<file path="config.mk">
export PLATFORM = sky130hd
export DESIGN_NAME = tcdm_superbank_arbiter
export DESIGN_NICKNAME = d
export VERILOG_FILES = /design/src/rtl/tcdm_superbank_arbiter.sv
export SDC_FILE = /design/constraint.sdc
export NUM_CORES = 1
export LEC_CHECK = 0
export CAP_MARGIN = 20
export CELL_PAD_IN_SITES_DETAIL_PLACEMENT = 1
export CELL_PAD_IN_SITES_GLOBAL_PLACEMENT = 1
export CORE_AREA = 8 8 484 486
export CTS_CLUSTER_DIAMETER = 200
export DETAILED_ROUTE_END_ITERATION = 10
export DIE_AREA = 0 0 492 494
export PLACE_DENSITY_LB_ADDON = 0.1
export SETUP_SLACK_MARGIN = 0.1
export SLEW_MARGIN = 20
export SYNTH_ARGS = -nofsm -noshare
export SYNTH_HDL_FRONTEND = slang
export SYNTH_SLANG_ARGS = --single-unit
</file>
<file path="constraint.sdc">
create_clock -name clk_i -period 1.8 [get_ports clk_i]
set_input_delay 0.36 -clock clk_i [delete_from_list [all_inputs] [get_ports clk_i]]
set_output_delay 0.36 -clock clk_i [all_outputs]
set_load 0.01 [all_outputs]
</file>
<file path="src/rtl/tcdm_superbank_arbiter.sv">
// Superbank front-end: arbitrates N wide DMA ports against per-bank interconnect
// requests, with a round-robin DMA pick, an IC starvation guard and a tagged read pipeline.
module tcdm_superbank_arbiter #(
  parameter int unsigned NumDmaPorts       = 2,
  parameter int unsigned BanksPerSuperbank = 4,
  parameter int unsigned AddrMemWidth      = 10,
  parameter int unsigned DataWidth         = 32,
  parameter int unsigned AmoWidth          = 4,
  parameter int unsigned MemLatency        = 1,
  parameter int unsigned MaxIcStall        = 8,
  parameter int unsigned DmaDataWidth      = BanksPerSuperbank * DataWidth,
  parameter int unsigned IdxW              = (NumDmaPorts > 1) ? $clog2(NumDmaPorts) : 1
) (
  input  logic                                                  clk_i,
  input  logic                                                  rst_ni,
  input  logic [BanksPerSuperbank-1:0]                          ic_req_i,
  output logic [BanksPerSuperbank-1:0]                          ic_gnt_o,
  input  logic [BanksPerSuperbank-1:0][AddrMemWidth-1:0]        ic_add_i,
  input  logic [BanksPerSuperbank-1:0][AmoWidth-1:0]            ic_amo_i,
  input  logic [BanksPerSuperbank-1:0]                          ic_wen_i,
  input  logic [BanksPerSuperbank-1:0][DataWidth-1:0]           ic_wdata_i,
  input  logic [BanksPerSuperbank-1:0][DataWidth/8-1:0]         ic_be_i,
  output logic [BanksPerSuperbank-1:0][DataWidth-1:0]           ic_rdata_o,
  output logic [BanksPerSuperbank-1:0]                          ic_rvalid_o,
  input  logic [NumDmaPorts-1:0]                                dma_req_i,
  output logic [NumDmaPorts-1:0]                                dma_gnt_o,
  input  logic [NumDmaPorts-1:0][AddrMemWidth-1:0]              dma_add_i,
  input  logic [NumDmaPorts-1:0][AmoWidth-1:0]                  dma_amo_i,
  input  logic [NumDmaPorts-1:0]                                dma_wen_i,
  input  logic [NumDmaPorts-1:0][DmaDataWidth-1:0]              dma_wdata_i,
  input  logic [NumDmaPorts-1:0][DmaDataWidth/8-1:0]            dma_be_i,
  output logic [NumDmaPorts-1:0][DmaDataWidth-1:0]              dma_rdata_o,
  output logic [NumDmaPorts-1:0]                                dma_rvalid_o,
  output logic [BanksPerSuperbank-1:0]                          amo_req_o,
  input  logic [BanksPerSuperbank-1:0]                          amo_gnt_i,
  output logic [BanksPerSuperbank-1:0][AddrMemWidth-1:0]        amo_add_o,
  output logic [BanksPerSuperbank-1:0][AmoWidth-1:0]            amo_amo_o,
  output logic [BanksPerSuperbank-1:0]                          amo_wen_o,
  output logic [BanksPerSuperbank-1:0][DataWidth-1:0]           amo_wdata_o,
  output logic [BanksPerSuperbank-1:0][DataWidth/8-1:0]         amo_be_o,
  input  logic [BanksPerSuperbank-1:0][DataWidth-1:0]           amo_rdata_i
);

  localparam int unsigned StallW = (MaxIcStall > 0) ? $clog2(MaxIcStall + 1) : 1;
  localparam int unsigned Head   = MemLatency - 1;
  localparam int unsigned BeW    = DataWidth / 8;

  // Handshake: a transfer happens in the cycle where req and gnt are both high; gnt is a
  // same-cycle combinational answer, and a requester keeps req and payload stable until granted.

  logic [IdxW-1:0]   rr_q;
  logic [StallW-1:0] stall_q;
  logic [IdxW-1:0]   win;
  logic              found;
  logic              guard_fire;
  logic              dma_own;
  logic              dma_acc;

  logic [MemLatency-1:0]                        pipe_dma_v;
  logic [MemLatency-1:0][IdxW-1:0]              pipe_idx;
  logic [MemLatency-1:0][BanksPerSuperbank-1:0] pipe_ic_v;

  // Cyclic search from rr_q: first pass covers indices >= rr_q, second pass wraps around.
  always_comb begin
    win   = '0;
    found = 1'b0;
    for (int j = 0; j < NumDmaPorts; j++) begin
      if (!found && dma_req_i[j] && (IdxW'(j) >= rr_q)) begin
        found = 1'b1;
        win   = IdxW'(j);
      end
    end
    for (int j = 0; j < NumDmaPorts; j++) begin
      if (!found && dma_req_i[j]) begin
        found = 1'b1;
        win   = IdxW'(j);
      end
    end
  end

  assign guard_fire = (MaxIcStall != 0) && (stall_q == StallW'(MaxIcStall));
  assign dma_own    = found && !guard_fire;
  // A wide beat needs every bank at once; a partial grant is simply retried.
  assign dma_acc    = dma_own && (&amo_gnt_i);

  always_comb begin
    amo_req_o   = ic_req_i;
    amo_add_o   = ic_add_i;
    amo_amo_o   = ic_amo_i;
    amo_wen_o   = ic_wen_i;
    amo_wdata_o = ic_wdata_i;
    amo_be_o    = ic_be_i;
    ic_gnt_o    = amo_gnt_i & ic_req_i;
    dma_gnt_o   = '0;
    if (dma_own) begin
      amo_req_o = '1;
      ic_gnt_o  = '0;
      amo_wen_o = {BanksPerSuperbank{dma_wen_i[win]}};
      for (int b = 0; b < BanksPerSuperbank; b++) begin
        amo_add_o[b]   = dma_add_i[win];
        amo_amo_o[b]   = dma_amo_i[win];
        amo_wdata_o[b] = dma_wdata_i[win][b*DataWidth +: DataWidth];
        amo_be_o[b]    = dma_be_i[win][b*BeW +: BeW];
      end
      dma_gnt_o[win] = dma_acc;
    end
  end

  always_ff @(posedge clk_i or negedge rst_ni) begin
    if (!rst_ni) begin
      rr_q    <= '0;
      stall_q <= '0;
    end else begin
      if (dma_acc) begin
        rr_q <= (win == IdxW'(NumDmaPorts - 1)) ? '0 : win + 1'b1;
      end
      if (dma_own && (|ic_req_i)) begin
        if (!guard_fire) stall_q <= stall_q + 1'b1;
      end else begin
        stall_q <= '0;
      end
    end
  end

  always_ff @(posedge clk_i or negedge rst_ni) begin
    if (!rst_ni) begin
      pipe_dma_v <= '0;
      pipe_idx   <= '0;
      pipe_ic_v  <= '0;
    end else begin
      pipe_dma_v[0] <= dma_acc && !dma_wen_i[win];
      pipe_idx[0]   <= win;
      pipe_ic_v[0]  <= dma_own ? '0 : (ic_req_i & amo_gnt_i & ~ic_wen_i);
      for (int s = 1; s < MemLatency; s++) begin
        pipe_dma_v[s] <= pipe_dma_v[s-1];
        pipe_idx[s]   <= pipe_idx[s-1];
        pipe_ic_v[s]  <= pipe_ic_v[s-1];
      end
    end
  end

  // Bank rdata is shared; the head tag decides who sees it.
  always_comb begin
    dma_rdata_o  = '0;
    dma_rvalid_o = '0;
    ic_rdata_o   = amo_rdata_i;
    ic_rvalid_o  = pipe_ic_v[Head];
    if (pipe_dma_v[Head]) begin
      dma_rdata_o[pipe_idx[Head]]  = amo_rdata_i;
      dma_rvalid_o[pipe_idx[Head]] = 1'b1;
      ic_rdata_o                   = '0;
      ic_rvalid_o                  = '0;
    end
  end

endmodule

</file>
==> key figures, run 1 <==
Run status
  – Outcome: complete, but fails checks
  – Violated checks: setup timing

CTS
  – Maximum count of clock buffers along a single path: 2
  – Clock-pin slew on the worst setup and hold paths: ~40 ps
  – Number of buffers created by CTS: 3
  – Skew-Pair Late Insertion Delay: 240 ps
  – Cell at the root of the clock tree: sky130_fd_sc_hd__clkbuf_16
  – Clock sink count: 11
  – H-tree depth: 1
  – CTS tree: yes

Synth
  – Synthesized flop and latch total: 11
  – Number of nets in the synthesized netlist: 2049
  – Mapped cell area: 8290 µm²
  – Count of flip-flops with a built-in enable after synthesis: 0
  – Synthesized instance count: about 1400
  – Post-Synthesis Mean Instance Area: between 5 and 6 µm²
  – Leading cell types by total area after synthesis: sky130_fd_sc_hd__a31oi_1 15%, sky130_fd_sc_hd__o211ai_1 14%, sky130_fd_sc_hd__a21oi_1 12%
  – Dominant cell type by area after synthesis: sky130_fd_sc_hd__a31oi_1
  – Dominant synthesized flop cell: sky130_fd_sc_hd__dfrtp_1
  – Number of warning messages in the yosys log: 0
  – Seq/Total Area, Yosys: around 3.3%
  – Share of Yosys cell area claimed by the top area cell type: between 10% and 20%
  – Distinct cell type count of the synthesized netlist: 31
  – Ys async rst share: 100%

STA
  – Setup Viol. Count Final: 602
  – Tightest slew margin relative to the limit: 49.8%
  – RSZ-0062 raised after global routing: true
  – Pin slew with the least headroom to its limit: 749 ps
  – Total count of max-transition violations in the final report: 0
  – Tmin final: roughly 2600 ps
  – Layout Skew: approximately 2.3 ps
  – Setup slack after layout: -786 ps
  – Hold Fails Final Rpt: 0
  – Period utilization: 144%
  – Top achievable clock speed: 387 MHz

Power and ir drop
  – Areal power density over the cells: 424 nW/µm²
  – Power share of the clock group: 2.9%
  – Combinational group share of total power: 94.7%
  – Sequential power share: approximately 2.4%
  – Leak Pwr: 12.2 nW
  – Switching part of the total power: 47.3%
  – Pint: 0.00745 W
  – Net switching power: approximately 0.0067 W
  – Maximum ir drop on the vdd rail: 0.000219 V
  – Overall power of the completed layout: 0.0141 W

Route
  – Routed wire length: between 150 and 200 mm
  – Total vias in the final route: 18500
  – Post-route antenna net violation count: 0
  – Detailed-routing iteration count for the pre-antenna-repair pass: 4
  – Vias per cell: 3.07
  – Iter 0 DRT Violations: a little under 600
  – Average wire per standard cell: between 20 and 30 µm
  – DRC Markers: 0

Place
  – Placer's final routability congestion estimate: ~0.77
  – Worst setup slack before clock tree synthesis: -1510 ps
  – Half-perimeter wire length after detailed placement: between 100 and 150 mm
  – Number of buffer cells added on primary ports: ~1300

Die
  – DIE WIDTH: between 400 and 500 µm
  – Initial Utilization: 3.66%
  – Core area: 226000 µm²
  – Die outline area: 243000 µm²
  – Chip Height: 494 µm
  – Total I/O pin count: 1266
  – Num rows: 175

Global routing
  – Maximum number of pins on one net before global-route repair: 54
  – Number of global-route vias before repair: 19900
  – First-pass GRT wire length: between 200 and 250 mm
  – Total track usage: 12.5%
  – Number of antenna violations at the first check in global routing: 81
  – GRT Residual Overflow: 0

Cells and area
  – Most frequent cells in the layout: 924 x sky130_fd_sc_hd__clkdlybuf4s50_1, 372 x sky130_fd_sc_hd__buf_4, 236 x sky130_fd_sc_hd__buf_6, 159 x sky130_fd_sc_hd__o211ai_1, 144 x sky130_fd_sc_hd__o21ai_0
  – Commonest non-fill, non-tap cell in the layout: sky130_fd_sc_hd__clkdlybuf4s50_1
  – Area overhead of the layout relative to synthesis: 302%
  – Nets@finish: 3653
  – Fraction of final layout cells with drive strength greater than 1: 39.9%

Critical path
  – Worst r2r path cells: 11
  – Arrival time worst endpoint: 2230 ps
  – Worst Setup Path Type: register to output port
  – Startpoint types: register
  – Required time reported for the critical path endpoint: 1440 ps
  – Maximum fanout along the worst path: 11
  – Crit end category: output port

Run
  – Maximum Capacitance Violations: 0

Hold path
  – Class of the most critical hold timing path: input pin to async pin
==> worst paths after layout <==
kind	startpoint	to	slack [ps]
max in group asynchronous	rst_ni	pipe_idx$_DFF_PN0_	1140
hold / removal	rst_ni	stall_q[2]$_DFFE_PN0P_	450
min in group clk_i	stall_q[0]$_DFFE_PN0P_	stall_q[0]$_DFFE_PN0P_	620
setup / recovery	stall_q[0]$_DFFE_PN0P_	amo_wdata_o[65]	-790
hold reg to reg	stall_q[0]$_DFFE_PN0P_	stall_q[0]$_DFFE_PN0P_	620
setup reg to reg	stall_q[0]$_DFFE_PN0P_	rr_q$_DFFE_PN0P_	-330
==> state kept, by name (all words and copies together) (netlist names) <==
signal,count
pipe_dma_v,1
pipe_ic_v,4
pipe_idx,1
rr_q,1
stall_q,4
==> routing by layer <==
metal | global-route usage [%] | vias up | part of all wire [%]
li1 | - | 8500 | -
met1 | 12.4 | 8830 | 35
met2 | 24.6 | 865 | 54
met3 | 5.33 | 169 | 8.9
met4 | 1.53 | 96 | 1.6
met5 | 0 | - | 0.36
==> power groups by stage <==
| stage | clock (W) | combinational (W) | sequential, W |
|---|---|---|---|
| after global placement | 0 | 0.0114 | 0.000341 |
| after CTS | 0.000423 | 0.0115 | 0.000338 |
| after global routing | 0.000433 | 0.0142 | 0.000348 |
| after detailed placement | 0 | 0.0113 | 0.000340 |
| after floorplan | 0 | 0.00365 | 0.000316 |
| final | 0.000408 | 0.0134 | 0.000337 |
==> critical path: stages, from the launching register on <==
cell	delay, ps
sky130_fd_sc_hd__dfrtp_1	370
sky130_fd_sc_hd__inv_1	60
sky130_fd_sc_hd__ha_2	150
sky130_fd_sc_hd__nand3b_1	90
sky130_fd_sc_hd__buf_6	160
sky130_fd_sc_hd__and2_4	170
sky130_fd_sc_hd__buf_12	150
sky130_fd_sc_hd__buf_12	170
sky130_fd_sc_hd__buf_12	160
sky130_fd_sc_hd__a31oi_1	160
sky130_fd_sc_hd__clkdlybuf4s15_1	290
==> cells in the mapped netlist (2+ instances only) <==
cell / instances
sky130_fd_sc_hd__buf_2: 10
sky130_fd_sc_hd__o21ai_1: 3
sky130_fd_sc_hd__inv_2: 2
sky130_fd_sc_hd__and2_1: 130
sky130_fd_sc_hd__and3_1: 129
sky130_fd_sc_hd__clkbuf_1: 175
sky130_fd_sc_hd__nor3_1: 4
sky130_fd_sc_hd__buf_1: 7
sky130_fd_sc_hd__nor2b_1: 134
sky130_fd_sc_hd__nand3_1: 3
sky130_fd_sc_hd__a31oi_1: 194
sky130_fd_sc_hd__o21ai_0: 157
sky130_fd_sc_hd__inv_1: 3
sky130_fd_sc_hd__o211ai_1: 159
sky130_fd_sc_hd__nor2_1: 9
sky130_fd_sc_hd__a21oi_1: 204
sky130_fd_sc_hd__ha_1: 2
sky130_fd_sc_hd__a31oi_2: 10
sky130_fd_sc_hd__nand2b_1: 4
sky130_fd_sc_hd__dfrtp_1: 11
sky130_fd_sc_hd__nand2_1: 5
sky130_fd_sc_hd__buf_6: 21
==> repair_timing <==
action / in CTS / in global routing
hold endpoints to repair: 0 / 0
hold buffers: 0 / 0
setup endpoints to repair: 611 / 606
resized for setup: 637 / 1274
pin swaps: 9 / 47
setup buffers: 17 / 115
gates cloned: 11 / 35
==> cells by family after synthesis <==
group                    share of synthesized area (%)
XOR/XNOR                                         0.211
multiplexers                                     0.136
flip-flops                                        3.32
AND/OR/NAND/NOR                                   31.5
adder cells (fa/ha/maj)                          0.302
buffers and inverters                             12.0
AO/OA/AOI/OAI                                     52.5
==> per-stage QoR <==
stage | cells | instance area [µm²] | hold slack (ps) | setup TNS, ps | util [%]
final | 6021 | 33300 | 454 | -294440 | 14.7
after global routing | 6003 | 33300 | 476 | -340520 | 14.7
after CTS | 5849 | 29400 | 475 | -337280 | 13.0
after detailed placement | 5817 | 28700 | 535 | -371460 | 12.7
after global placement | 5817 | 28700 | 522 | -372540 | 12.7
after floorplan | 1385 | 9240 | 64.4 | -17200 | -
==> area by class of cell <==
class	instances	area, µm²
fill	26500	193000
multi-input combinational	1155	9790
antenna	24	60.1
clock buffer	4	78.8
timing repair buffer	1813	19300
inverter	5	26.3
tap	3009	3760
sequential	11	287
Note: power is estimated with default switching activity, not from simulation.
==> run 2, diff against run 1 <==
ABC_AREA = 1   (was default)
CORE_AREA = 8 8 487 489   (was 8 8 484 486)
DIE_AREA = 0 0 495 497   (was 0 0 492 494)
REMOVE_ABC_BUFFERS = 1   (was default)
==> run 2 against run 1 <==
The run still ends with setup timing left. Flip-flop and latch count stayed put. Sequential share of layout area up 0.059 points. Clock skew increased by 0.75 ps. Clock power up 2%. Die area rose by 1.2%. Count of clock-buffer cells in the layout is the same. First-iteration DRC count down 27%. Critical path type unchanged. Largest power group unchanged.
==> key figures, run 2 <==
Critical path
  – Launch point of the critical path: stall_q[0]$_DFFE_PN0P_
  – Startpoint types: register
  – Worst Setup Path Type: register to output port
  – Arrival time worst endpoint: 2050 ps (-180 ps)
  – Required time reported for the critical path endpoint: 1440 ps (about the same)
  – Buffers and inverters on the worst path: 7 (+1)
  – Cell type with the highest occurrence count on the critical path: sky130_fd_sc_hd__buf_16
  – Critical Path Max Stage Delay: 380 ps (about the same)
  – Origin of the critical flop-to-flop path: stall_q[0]$_DFFE_PN0P_
  – Maximum fanout along the worst path: 7 (-4)
  – Cell with the largest stage delay on the worst path: sky130_fd_sc_hd__dfrtp_1
  – Crit end category: output port
  – Crit path cell chain: inv_2 -> ha_4 -> nand3_4 -> nand2_8 -> buf_16 -> buf_16 -> buf_12 -> buf_12 -> buf_16 -> nand2_4 -> nand2_2 -> buf_6
  – Kind of cell adding the most delay to the critical path: buffers and inverters

Synth
  – Ys async rst share: 100% (unchanged)
  – Leading cell types by total area after synthesis: sky130_fd_sc_hd__nand2_1 28%, sky130_fd_sc_hd__nor2_1 19%, sky130_fd_sc_hd__nand3b_1 15%
  – Synthesized instance count: 1769 (+28%)
  – Share of Yosys cell area claimed by the top area cell type: 27.6% (+13 points)
  – Post-synthesis share of cell area spent on full adders, half adders and majority gates: 0.318% (+0.016 points)
  – Fraction of synthesized area in multiplexers: 0% (-0.14 points)
  – Share of the synthesized netlist area taken by xor and xnor gates: 0.223% (+0.011 points)
  – Number of warning messages in the yosys log: 0 (unchanged)
  – Distinct cell type count of the synthesized netlist: 22 (-29%)
  – Dominant cell type by area after synthesis: sky130_fd_sc_hd__nand2_1
  – Simple-gate share of the synthesized area: 73.1% (+42 points)
  – Mapped cell area: 7870 µm² (-5.1%)
  – Count of flip-flops with a built-in enable after synthesis: 0 (unchanged)
  – Dominant combinational cell family by area after synthesis: simple AND/OR/NAND/NOR gates
  – Synthesized flop and latch total: 11 (unchanged)
  – Most used standard cell by instance count after synthesis: sky130_fd_sc_hd__nand2_1
  – Seq/Total Area, Yosys: 3.50% (+0.18 points)
  – Post-Synthesis Mean Instance Area: 4.45 µm² (-26%)
  – Most frequent cells after synthesis: 579 x sky130_fd_sc_hd__nand2_1, 400 x sky130_fd_sc_hd__nor2_1, 304 x sky130_fd_sc_hd__inv_1
  – Dominant synthesized flop cell: sky130_fd_sc_hd__dfrtp_1
  – Complex-gate fraction of the synthesized area: 0.0636% (-52 points)

CTS
  – Skew-Pair Late Insertion Delay: 240 ps (about the same)
  – Cts-stage hold buffer count: 0 (unchanged)
  – Clock-pin slew on the worst setup and hold paths: 40 ps (about the same)
  – CTS tree: yes
  – Clock sink count: 11 (unchanged)
  – Maximum count of clock buffers along a single path: 2 (unchanged)
  – Number of buffers created by CTS: 3 (unchanged)
  – Cell at the root of the clock tree: sky130_fd_sc_hd__clkbuf_16
  – H-tree depth: 1 (unchanged)

STA
  – RSZ-0062 raised after global routing: true
  – Hold Fails Final Rpt: 0 (unchanged)
  – Tmin final: 2410 ps (-181 ps)
  – Pin slew with the least headroom to its limit: 467 ps (-282 ps)
  – Top achievable clock speed: 416 MHz (+7.5%)
  – Period utilization: 134% (-10 points)
  – Total count of max-transition violations in the final report: 0 (unchanged)
  – Tightest slew margin relative to the limit: 68.9% (+19 points)
  – Layout Skew: 3.09 ps (+0.748 ps)
  – Setup slack after layout: -605 ps (+181 ps)
  – Setup Viol. Count Final: 600 (-0.33%)

Route
  – Post-route antenna net violation count: 0 (unchanged)
  – Average wire per standard cell: 24.3 µm (-14%)
  – Iter 0 DRT Violations: 431 (-27%)
  – DRC Markers: 0 (unchanged)
  – Routed wire length: 154 mm (-9.4%)
  – Vias per cell: 2.71 (-12%)
  – Total vias in the final route: 17200 (-6.8%)
  – Detailed-routing iteration count for the pre-antenna-repair pass: 4 (unchanged)

Die
  – DIE WIDTH: 495 µm (+0.61%)
  – Num rows: 176 (+0.57%)
  – Chip Height: 497 µm (+0.61%)
  – Core area: 229000 µm² (+1.2%)
  – Die outline area: 246000 µm² (+1.2%)
  – Total I/O pin count: 1266 (unchanged)
  – Initial Utilization: 3.44% (-0.22 points)

Cells and area
  – Fraction of final layout cells with drive strength greater than 1: 30.5% (-9.4 points)
  – Top flop regs: pipe_ic_v x4, stall_q x4
  – Utilization of the core after routing: 13.3% (-1.5 points)
  – Nets@finish: 3967 (+8.6%)
  – Commonest non-fill, non-tap cell in the layout: sky130_fd_sc_hd__clkdlybuf4s50_1
  – Area overhead of the layout relative to synthesis: 286%
  – Most frequent cells in the layout: 957 x sky130_fd_sc_hd__clkdlybuf4s50_1, 389 x sky130_fd_sc_hd__nor2_1, 345 x sky130_fd_sc_hd__nand2_1, 300 x sky130_fd_sc_hd__inv_1, 253 x sky130_fd_sc_hd__buf_4

Power and ir drop
  – Areal power density over the cells: 402 nW/µm² (-5.3%)
  – Overall power of the completed layout: 0.0122 W (-14%)
  – Leak Pwr: 14.0 nW (+14%)
  – Maximum ir drop on the vdd rail: 0.000236 V (+7.7%)

Global routing
  – Maximum number of pins on one net before global-route repair: 64 (+19%)
  – Global routing's busiest layer: met2
  – Met1 Track Usage GR: 11.3% (-1.2 points)
  – Total track usage: 11.5% (-0.95 points)
  – GRT Residual Overflow: 0 (unchanged)
  – Number of antenna violations at the first check in global routing: 78 (-3.7%)
  – GRT met3 Usage: 4.98% (-0.35 points)
  – First-pass GRT wire length: 193 mm (-7.3%)
  – Number of global-route vias before repair: 18800 (-5.5%)
  – Met2 usage: 22.9% (-1.7 points)

Place
  – Half-perimeter wire length after detailed placement: 132 mm (-6.6%)
  – Placer's final routability congestion estimate: 0.743 (-3.6%)
  – Number of buffer cells added on primary ports: 1265 (unchanged)

Hold path
  – Class of the most critical hold timing path: input pin to async pin

Run
  – Maximum Capacitance Violations: 0 (unchanged)

Run status
  – Violated checks: setup timing
  – Outcome: complete, but fails checks
run 2: cell types whose count changed after synthesis, sizes merged, moves of 134 or more:
cell    previous run  this run
nand3              3       164
o211ai           159         0
inv                5       306
nand3b             1       159
o21ai            160         0
nor2b            134         0
a31oi            204         0
a21oi            204         1
nor2               9       400
nand2              5       583
run 2: final timing paths:
check,endpoint,slack (ps),cells after the start
min in group clk_i,rr_q$_DFFE_PN0P_,550,2
setup / recovery,amo_add_o[9],-610,12
hold reg to reg,rr_q$_DFFE_PN0P_,550,2
hold / removal,pipe_ic_v[2]$_DFF_PN0_,430,2
max in group asynchronous,pipe_dma_v$_DFF_PN0_,1190,2
setup reg to reg,rr_q$_DFFE_PN0P_,100,11
run 2: area by class of cell:
class,instances,area (µm²)
Antenna cell,25,62.6
Clock buffer,4,78.8
Fill cell,27500,199000
Inverter,306,1170
Multi-Input combinational cell,1317,7290
Sequential cell,11,279
Tap cell,3026,3790
Timing Repair Buffer,1663,17700
Timing Repair inverter,1,11.3
run 2: metal layers:
metal | part of all wire, % | wire length [µm]
met1 | 35 | 53300
met2 | 54 | 83800
met3 | 9.8 | 15100
met4 | 1.1 | 1650
met5 | 0.38 | 593
run 2: stage by stage:
step | area, µm² | TNS (ps) | worst slack (ps) | hold slack (ps) | cells
3_5_place_dp | 26300 | -376180 | -1520 | 476 | 6159
5_1_grt | 30300 | -300860 | -741 | 450 | 6337
3_3_place_gp | 26300 | -371220 | -1530 | 486 | 6159
6_report | 30400 | -242490 | -605 | 430 | 6353
2_1_floorplan | 7230 | -1599830 | -4130 | 64.4 | 1634
4_1_cts | 28900 | -301610 | -739 | 436 | 6282
run 2: where the power goes:
group / total, W / switching (W) / internal [W] / leakage (nW)
Clock: 0.000415 / 0.000117 / 0.000298 / 0.0383
Combinational: 0.0115 / 0.00546 / 0.00601 / 13.8
Sequential: 0.000322 / 0.0000320 / 0.000290 / 0.144
Total: 0.0122 / 0.00561 / 0.00660 / 14.0
run 2: cells by family (layout without fill, tap and decap cells):
| kind of cell | Yosys count | after routing |
|---|---|---|
| xor+xnor | 2 | 2 |
| buf+inv | 441 | 1974 |
| fa+ha+maj | 2 | 2 |
| compound gates | 1 | 1 |
| other cells | 0 | 25 |
| simple gates | 1312 | 1312 |
| flops | 11 | 11 |
run 2: repair_timing:
item | CTS | global route
setup buffers | 100 | 40
pin swaps | 56 | 55
hold endpoints to repair | 0 | 0
cloned | 20 | 10
setup endpoints to repair | 611 | 610
resized for setup | 1275 | 543
run 2: worst register-to-register path: stages, from the launching register on:
cell and delay, ps:
sky130_fd_sc_hd__dfrtp_1 380, sky130_fd_sc_hd__inv_2 70, sky130_fd_sc_hd__ha_4 140, sky130_fd_sc_hd__nand3_4 100
sky130_fd_sc_hd__nand2_8 150, sky130_fd_sc_hd__buf_4 170, sky130_fd_sc_hd__inv_8 60, sky130_fd_sc_hd__buf_8 140
sky130_fd_sc_hd__buf_4 140, sky130_fd_sc_hd__nand3_2 80, sky130_fd_sc_hd__buf_4 110, sky130_fd_sc_hd__nand2_1 40
==> run 3, diff against run 2 <==
CORE_AREA = 8 8 486 488   (was 8 8 487 489)
DIE_AREA = 0 0 494 496   (was 0 0 495 497)
clock period = 2.3 ns   (was 1.8 ns; I/O delays follow)
==> run 3 against run 2 <==
Largest cell class unchanged. Non-clock buffer count is 25 higher. Sequential power is 20% lower. First-iteration DRC count is 3.9% lower. Via count is 2.8% higher. The flow still finishes with violations (setup timing). Wire length is 3.6% higher.
==> key figures, run 3 (same netlist as run 2, synthesis figures left out) <==
CTS
  – H-tree depth: 1 (unchanged)
  – Number of buffers created by CTS: 3 (unchanged)
  – Clock-pin slew on the worst setup and hold paths: 50 ps (about the same)
  – Clock sink count: 11 (unchanged)
  – CTS tree: yes
  – Skew-Pair Late Insertion Delay: 240 ps (about the same)
  – Cell at the root of the clock tree: sky130_fd_sc_hd__clkbuf_16
  – Cts-stage hold buffer count: 0 (unchanged)
  – Maximum count of clock buffers along a single path: 2 (unchanged)

STA
  – Top achievable clock speed: approximately 380 MHz
  – Setup slack after layout: -309 ps (+296 ps)
  – Pin slew with the least headroom to its limit: 580 ps (+113 ps)
  – Hold Fails Final Rpt: 0 (unchanged)
  – Tightest slew margin relative to the limit: 61.2% (-7.6 points)
  – RSZ-0062 raised after global routing: true
  – Total count of max-transition violations in the final report: 0 (unchanged)
  – Period utilization: 113%
  – Layout Skew: 4.22 ps (+1.13 ps)
  – Tmin final: 2610 ps
  – Setup Viol. Count Final: 213 (-65%)

Die
  – Die outline area: 245000 µm² (-0.40%)
  – Num rows: 176 (unchanged)
  – Total I/O pin count: 1266 (unchanged)
  – Chip Height: 496 µm (-0.20%)
  – DIE WIDTH: 494 µm (-0.20%)
  – Core area: 229000 µm² (-0.19%)
  – Initial Utilization: 3.44% (+0.0066 points)

Critical path
  – Required time reported for the critical path endpoint: 1840 ps (+400 ps)
  – Cell type with the highest occurrence count on the critical path: sky130_fd_sc_hd__buf_6
  – Crit end category: output port
  – Maximum fanout along the worst path: 7 (unchanged)
  – Crit path cell chain: inv_1 -> ha_2 -> nand3_4 -> nand2_8 -> buf_16 -> buf_16 -> buf_6 -> buf_6 -> buf_6 -> buf_12 -> nand2_2 -> nand2_2 -> buf_6
  – Cell with the largest stage delay on the worst path: sky130_fd_sc_hd__dfrtp_1
  – Worst Setup Path Type: register to output port
  – Arrival time worst endpoint: 2150 ps (+100 ps)
  – Critical Path Max Stage Delay: 370 ps (about the same)
  – Startpoint types: register

Power and ir drop
  – Leak Pwr: 20.0 nW (+43%)
  – Maximum ir drop on the vdd rail: 0.000239 V (+1.5%)
  – Areal power density over the cells: 321 nW/µm² (-20%)

Place
  – Half-perimeter wire length after detailed placement: 132 mm (+0.23%)
  – Number of buffer cells added on primary ports: 1265 (unchanged)
  – Cell area after placement: 25700 µm² (-2.3%)
  – Placer's final routability congestion estimate: 0.751 (+1.1%)
  – Worst setup slack before clock tree synthesis: -912 ps (+611 ps)

Hold path
  – Class of the most critical hold timing path: register to register

Global routing
  – Number of antenna violations at the first check in global routing: 94 (+21%)
  – GRT Residual Overflow: 0 (unchanged)
  – Number of global-route vias before repair: 19400 (+3.3%)
  – Maximum number of pins on one net before global-route repair: 51 (-20%)
  – Total track usage: 12.0% (+0.46 points)
  – First-pass GRT wire length: 198 mm (+2.8%)

Route
  – Routed wire length: 160 mm (+3.6%)
  – Vias per cell: 2.77 (+2.4%)
  – Total vias in the final route: 17700 (+2.8%)
  – Detailed-routing iteration count for the pre-antenna-repair pass: 5 (+1)
  – DRC Markers: 0 (unchanged)
  – Average wire per standard cell: 25.1 µm (+3.2%)
  – Post-route antenna net violation count: 0 (unchanged)
  – Iter 0 DRT Violations: 414 (-3.9%)

Cells and area
  – Final cell area excluding filler cells: 32800 µm² (+8.1%)
  – Multi-input combinational cell area: 8200 µm² (+12%)
  – Fraction of final layout cells with drive strength greater than 1: 33.5% (+3.0 points)
  – Nets@finish: 3992 (+0.63%)
  – FILL cells: 27100 (-1.4%)
  – Most frequent cells in the layout: 659 x sky130_fd_sc_hd__clkdlybuf4s50_1, 389 x sky130_fd_sc_hd__nor2_1, 352 x sky130_fd_sc_hd__dlymetal6s2s_1, 301 x sky130_fd_sc_hd__inv_1, 284 x sky130_fd_sc_hd__nand2_1
  – Area overhead of the layout relative to synthesis: 317%
  – Reg area: 280 µm² (+0.45%)
  – Commonest non-fill, non-tap cell in the layout: sky130_fd_sc_hd__clkdlybuf4s50_1
  – Top flop regs: pipe_ic_v x4, stall_q x4

Run status
  – Outcome: complete, but fails checks
  – Violated checks: setup timing

Run
  – Maximum Capacitance Violations: 0 (unchanged)
[run 3: cell types whose count changed in the layout (fill, tap and decap cells not counted), moves of 57 or more]
cell	change
sky130_fd_sc_hd__nand2_1	-61
sky130_fd_sc_hd__buf_4	-80
sky130_fd_sc_hd__clkdlybuf4s50_1	-298
sky130_fd_sc_hd__dlymetal6s2s_1	+347
sky130_fd_sc_hd__buf_6	+57
sky130_fd_sc_hd__nand3_1	-62
[run 3: path summary, 6_finish.rpt]
kind	from	end	slack [ps]	cells after the start
max in group asynchronous	rst_ni	pipe_dma_v$_DFF_PN0_	1270	1
max	stall_q[1]$_DFFE_PN0P_	amo_wdata_o[31]	-310	13
min	stall_q[0]$_DFFE_PN0P_	stall_q[0]$_DFFE_PN0P_	530	2
min reg2reg	stall_q[0]$_DFFE_PN0P_	stall_q[0]$_DFFE_PN0P_	530	2
max reg2reg	stall_q[1]$_DFFE_PN0P_	stall_q[3]$_DFFE_PN0P_	310	12
min in group asynchronous	rst_ni	pipe_ic_v[2]$_DFF_PN0_	600	1
[run 3: repair_timing]
item	4_1_cts	5_1_grt
pin swaps	52	134
cloned	21	6
buffers inserted	146	99
setup endpoints to repair	580	583
resized for setup	1231	1096
[run 3: area by class of cell]
type / count / area share (%)
antenna: 25 / 0.191
timing repair inverter: 1 / 0.0495
inverter: 306 / 3.58
multi-input combinational: 1317 / 25.0
sequential: 11 / 0.854
timing repair buffer: 1688 / 58.6
tap: 3026 / 11.5
clock buffer: 4 / 0.240
[run 3: stage by stage]
stage	hold WS, ps	power (W)	utilization [%]	setup TNS [ps]	instances
final	532	0.0105	14.4	-33310	6378
after CTS	537	0.00969	12.7	-123400	6266
after floorplan	164	0.00224	-	-1370340	1634
after global placement	532	0.00759	11.2	-175710	6101
after detailed placement	529	0.00752	11.2	-170280	6101
after global routing	578	0.0113	14.4	-62790	6368
[run 3: power breakdown]
part           total, W  leakage (nW)  switching (W)  internal, W
clock network  0.000325        0.0383      0.0000916     0.000234
logic           0.00995          19.8        0.00471      0.00524
registers      0.000256         0.142      0.0000282     0.000227
total            0.0105          20.0        0.00483      0.00570
[run 3: layer usage]
layer	wire length, µm	part of all wire (%)	global-route usage (%)
met5	731	0.46	0
met4	2410	1.5	1.62
met2	86900	54	23.9
met3	16000	10	5.37
met1	53800	34	11.5
[run 3: worst max-delay path: cells and delay by family (launching register included)]
kind	cells	cell delay [ps]
fa+ha+maj	1	180
buf+inv	8	910
simple gates	4	400
flops	1	370
